$ cat src/rtl/addsub_seq_pkg.sv
// Shared types and constants for the byte-serial add/subtract sequencer.
package addsub_seq_pkg;

    typedef enum logic [1:0] {
        IDLE = 2'd0,
        RUN  = 2'd1,
        DONE = 2'd2
    } state_e;

    localparam logic OP_ADD = 1'b0;
    localparam logic OP_SUB = 1'b1;

    localparam int SLICE_W = 8;

endpackage

$ cat src/rtl/addc8_slice.sv
// Combinational 8-bit add-with-carry slice shared by every byte of an operation.
module addc8_slice
    import addsub_seq_pkg::*;
(
    input  logic [SLICE_W-1:0] i0,
    input  logic [SLICE_W-1:0] i1,
    input  logic               cin,
    output logic [SLICE_W-1:0] sum,
    output logic               cout
);

    assign {cout, sum} = {1'b0, i0} + {1'b0, i1} + {{SLICE_W{1'b0}}, cin};

endmodule

$ cat src/rtl/addsub_seq_ctrl.sv
// Wide add/subtract performed one byte per clock through a single 8-bit slice,
// LSB first, with valid/ready handshakes on both sides.
module addsub_seq_ctrl
    import addsub_seq_pkg::*;
#(
    parameter int NSLICE = 4
) (
    input  logic                    CLK,
    input  logic                    RESET,
    input  logic                    I_VALID,
    output logic                    I_READY,
    input  logic                    OP,
    input  logic [SLICE_W*NSLICE-1:0] I0,
    input  logic [SLICE_W*NSLICE-1:0] I1,
    output logic                    O_VALID,
    input  logic                    O_READY,
    output logic [SLICE_W*NSLICE-1:0] O,
    output logic                    COUT,
    output logic                    V,
    output logic                    BUSY
);

    localparam int W  = SLICE_W * NSLICE;
    localparam int IW = (NSLICE > 1) ? $clog2(NSLICE) : 1;
    localparam logic [IW-1:0] LAST = IW'(NSLICE - 1);

    state_e        state_q, state_d;
    logic [W-1:0]  a_q, a_d;
    logic [W-1:0]  b_q, b_d;
    logic [W-1:0]  o_q, o_d;
    logic [IW-1:0] idx_q, idx_d;
    logic          carry_q, carry_d;
    logic          cout_q, cout_d;
    logic          v_q, v_d;

    logic [SLICE_W-1:0] s;
    logic               c;

    // Operands shift right each cycle, so the slice always sees byte 0.
    addc8_slice u_slice (
        .i0   (a_q[SLICE_W-1:0]),
        .i1   (b_q[SLICE_W-1:0]),
        .cin  (carry_q),
        .sum  (s),
        .cout (c)
    );

    always_comb begin
        state_d = state_q;
        a_d     = a_q;
        b_d     = b_q;
        o_d     = o_q;
        idx_d   = idx_q;
        carry_d = carry_q;
        cout_d  = cout_q;
        v_d     = v_q;
        unique case (state_q)
            IDLE: begin
                if (I_VALID) begin
                    a_d     = I0;
                    b_d     = (OP == OP_SUB) ? ~I1 : I1;
                    carry_d = (OP == OP_SUB);
                    idx_d   = '0;
                    state_d = RUN;
                end
            end
            RUN: begin
                o_d[idx_q*SLICE_W +: SLICE_W] = s;
                carry_d = c;
                a_d     = a_q >> SLICE_W;
                b_d     = b_q >> SLICE_W;
                if (idx_q == LAST) begin
                    cout_d  = c;
                    v_d     = (a_q[SLICE_W-1] ^ s[SLICE_W-1])
                            & (b_q[SLICE_W-1] ^ s[SLICE_W-1]);
                    state_d = DONE;
                end else begin
                    idx_d = idx_q + 1'b1;
                end
            end
            DONE: begin
                if (O_READY) begin
                    state_d = IDLE;
                end
            end
            default: state_d = IDLE;
        endcase
    end

    always_ff @(posedge CLK) begin
        if (RESET) begin
            state_q <= IDLE;
            a_q     <= '0;
            b_q     <= '0;
            o_q     <= '0;
            idx_q   <= '0;
            carry_q <= 1'b0;
            cout_q  <= 1'b0;
            v_q     <= 1'b0;
        end else begin
            state_q <= state_d;
            a_q     <= a_d;
            b_q     <= b_d;
            o_q     <= o_d;
            idx_q   <= idx_d;
            carry_q <= carry_d;
            cout_q  <= cout_d;
            v_q     <= v_d;
        end
    end

    assign I_READY = (state_q == IDLE);
    assign O_VALID = (state_q == DONE);
    assign BUSY    = (state_q == RUN) || (state_q == DONE);
    assign O       = o_q;
    assign COUT    = cout_q;
    assign V       = v_q;

endmodule
$ cat config.mk
export PLATFORM = sky130hd
export DESIGN_NAME = addsub_seq_ctrl
export DESIGN_NICKNAME = d
export VERILOG_FILES = /design/src/rtl/addsub_seq_pkg.sv /design/src/rtl/addc8_slice.sv /design/src/rtl/addsub_seq_ctrl.sv
export SDC_FILE = /design/constraint.sdc
export NUM_CORES = 1
export LEC_CHECK = 0
export ABC_CLOCK_PERIOD_IN_PS = 5150
export BUFFER_PORTS_ARGS = -buffer_cell sky130_fd_sc_hd__buf_2
export CORE_MARGIN = 5
export CORE_UTILIZATION = 45
export CTS_CLUSTER_SIZE = 20
export DETAILED_ROUTE_END_ITERATION = 10
export PLACE_DENSITY = 0.65
export SLEW_MARGIN = 15
export SYNTH_ARGS = -nofsm -noshare
export SYNTH_HDL_FRONTEND = slang
export SYNTH_SLANG_ARGS = --single-unit
$ cat constraint.sdc
create_clock -name CLK -period 5.15 [get_ports CLK]
set_input_delay 1.03 -clock CLK [delete_from_list [all_inputs] [get_ports CLK]]
set_output_delay 1.03 -clock CLK [all_outputs]
set_load 0.01 [all_outputs]
==> results.json <==
{
  "ios": 106,
  "grt_use_met3_pct": 3.60,
  "fp.dieW_um": 116,
  "cts-hold-fix-buffers": 0,
  "total_power_uw": 2250,
  "cts_tree": "done",
  "netlist_area_sq_mm": 0.00505,
  "timing.critical_path.buf_inv": 3,
  "grt.overflow.total": 0,
  "synth_seq_cells": 103,
  "dpl_cell_area_sq_mm": 0.00560,
  "fmax_mhz": 347,
  "powerDensity_mw_per_mm2": 380,
  "cap_violations": 0,
  "ys.flop_type": "dfxtp_1",
  "synthesis.instances": 580,
  "cts-htree-levels": 3,
  "grt_max_degree": 66,
  "globalplace.congestion": 0.817,
  "core_sq_mm": 0.0109,
  "die_h_um": 116,
  "track_usage_pct": 19.9,
  "worstPathCellList": "inv_1, ha_1, buf_4, inv_1, a21oi_1, o21ai_0, a21oi_1",
  "wl_mm": 13.3,
  "met2_usage_pct": 30.2,
  "critPathArrivalTime_ns": 3.15,
  "via_per_inst": 5.72,
  "io_buffers": 105,
  "grt_use_met1_pct": 29.0,
  "yosys-top-cells-area": "dfxtp_1 41%, nor2_1 7.7%, a21oi_1 4.6%",
  "clock-sinks": 103,
  "syn_avg_cell_area_sq_um": 8.70,
  "setup_viol": 0,
  "drc": 0,
  "synth.most_common_cell": "nor2_1",
  "cts_setup_buffers": 0,
  "antenna_found_initial": 0,
  "clk-insertion-delay-late_ns": 0.34,
  "wl_per_cell_um": 16.5,
  "start_util_pct": 46.2,
  "clkTransAtPathRegs_ns": 0.08,
  "netlist.area_leader.share_pct": 40.8,
  "synth.top_cells.by_count": "104 x nor2_1, 103 x dfxtp_1, 46 x a21oi_1",
  "cts.root.buffer_cell": "clkbuf_16",
  "clock_path_buffers": 2,
  "ys_warn_count": 0,
  "synth_edf_count": 0,
  "hpwl_mm": 9.19,
  "synthArstFlopShare_pct": 0,
  "critical-path-top-delay-family": "compound AO/OA/AOI/OAI gates",
  "fin_skew_ns": 0.0115,
  "ir_drop_v": 0.000218,
  "first_global_vias": 4370,
  "diodes": 0,
  "busiest_layer": "met2",
  "finalHoldViolCount": 0,
  "yosysUniqueCellTypes": 51,
  "crit_required_ns": 5.42,
  "grt_pass1_wl_mm": 21.5,
  "end_kind": "flop",
  "yosysSeqAreaShare_pct": 40.8,
  "vias": 4601,
  "finalSetupTns_ns": 0,
  "path_class": "reg -> reg",
  "dr.first_iter.drc_count": 440,
  "fin_nets": 747,
  "die_area_sq_mm": 0.0134,
  "antenna_left": 0,
  "max_slew_margin_pct": 27.0,
  "min_path_type": "reg -> reg",
  "numCtsBuffers": 9,
  "finalCriticalPeriod_ns": 2.88,
  "cts-resized-gates": 0,
  "drive_gt1_share_pct": 23.3,
  "maxSlewViolCount": 0,
  "cp_slowest_cell": "a21oi_1",
  "areaGrowthSynthToFinish_pct": 17.5,
  "rsz0062_at_grt": "false",
  "tightest_slew_ns": 1.09,
  "synth_top_cell_by_area": "dfxtp_1",
  "start_kind": "flop",
  "outcome": "finished, final reports clean",
  "slowest_delay_ns": 0.97,
  "drt_pass1_iterations": 8,
  "path_max_fanout": 37,
  "period_share_pct": 55.9,
  "p_leak_uw": 0.00251,
  "synth.net_count": 667,
  "stdcell_area_sq_mm": 0.00593,
  "rows": 38
}
-- sequential cells by signal (all words and copies together), names as in the netlist --
name,flops
idx_q,2
COUT,1
b_q,32
V,1
O,32
state_q,2
carry_q,1
a_q,32
-- kinds of logic (layout without fill, tap and decap cells) --
group,after synthesis,after routing,share of synthesized area [%]
mux,21,21,4.88
xor+xnor,35,35,6.07
buf+inv,55,140,4.71
flops,103,103,40.8
simple gates,168,168,15.2
fa+ha+maj,18,18,4.76
compound gates,180,180,23.5
-- stage by stage --
stage,utilization (%),cells,setup slack (ns),hold WS [ns]
4_1_cts,54.1,804,2.27,0.457
5_1_grt,54.2,805,1.98,0.471
6_report,54.2,805,2.27,0.455
3_3_place_gp,51.2,788,2.06,0.439
2_1_floorplan,-,580,3.04,0.431
3_5_place_dp,51.2,788,1.97,0.449
-- worst paths after layout --
path                           startpoint              endpoint  slack [ns]  cells after the start
setup / recovery  state_q[1]$_SDFFE_PP0P_  carry_q$_SDFFE_PP0P_        2.27                      7
hold / removal       b_q[27]$_SDFFE_PP0P_  b_q[27]$_SDFFE_PP0P_        0.46                      2
setup reg to reg  state_q[1]$_SDFFE_PP0P_  carry_q$_SDFFE_PP0P_        2.27                      7
hold reg to reg      b_q[27]$_SDFFE_PP0P_  b_q[27]$_SDFFE_PP0P_        0.46                      2
-- layout by cell type (no fill, tap or decap), types with 9 or more instances in the layout --
cell type  count
xor2_1        21
a22oi_1       29
ha_1          16
dfxtp_1      103
xnor2_1       14
buf_2        105
a222oi_1      12
inv_1         14
mux2_2        19
nand2_1       21
a211oi_1      15
a21oi_1       46
o22ai_1       31
and3_1         9
o21ai_0       26
nand3_1       10
clkbuf_16      9
nor2_1       104
-- report_power, final --
group          internal, uW  switching, uW
registers               885           70.9
clock network           398            316
logic                   238            346
total                  1520            732
-- metal layers --
| metal | wire, um | vias to the layer above |
|---|---|---|
| met5 | 0 | - |
| met4 | 142 | 0 |
| met3 | 898 | 15 |
| met2 | 5910 | 167 |
| met1 | 6360 | 2153 |
| li1 | - | 2266 |
-- worst register-to-register path, delay by kind of cell, from the launching register on --
family	cells	cell delay, ns
AO/OA/AOI/OAI	3	1.42
buffers and inverters	3	0.92
flip-flops	1	0.33
adder cells (fa/ha/maj)	1	0.13
-- cell type report --
cell class	count	area, sq um
Sequential cell	103	2060
Clock inverter	6	75.1
Inverter	14	52.6
Multi-Input combinational cell	422	2750
Clock buffer	10	239
Fill cell	1065	5000
Tap cell	140	175
Timing Repair Buffer	110	576
Note: power is estimated with default switching activity, not from simulation.
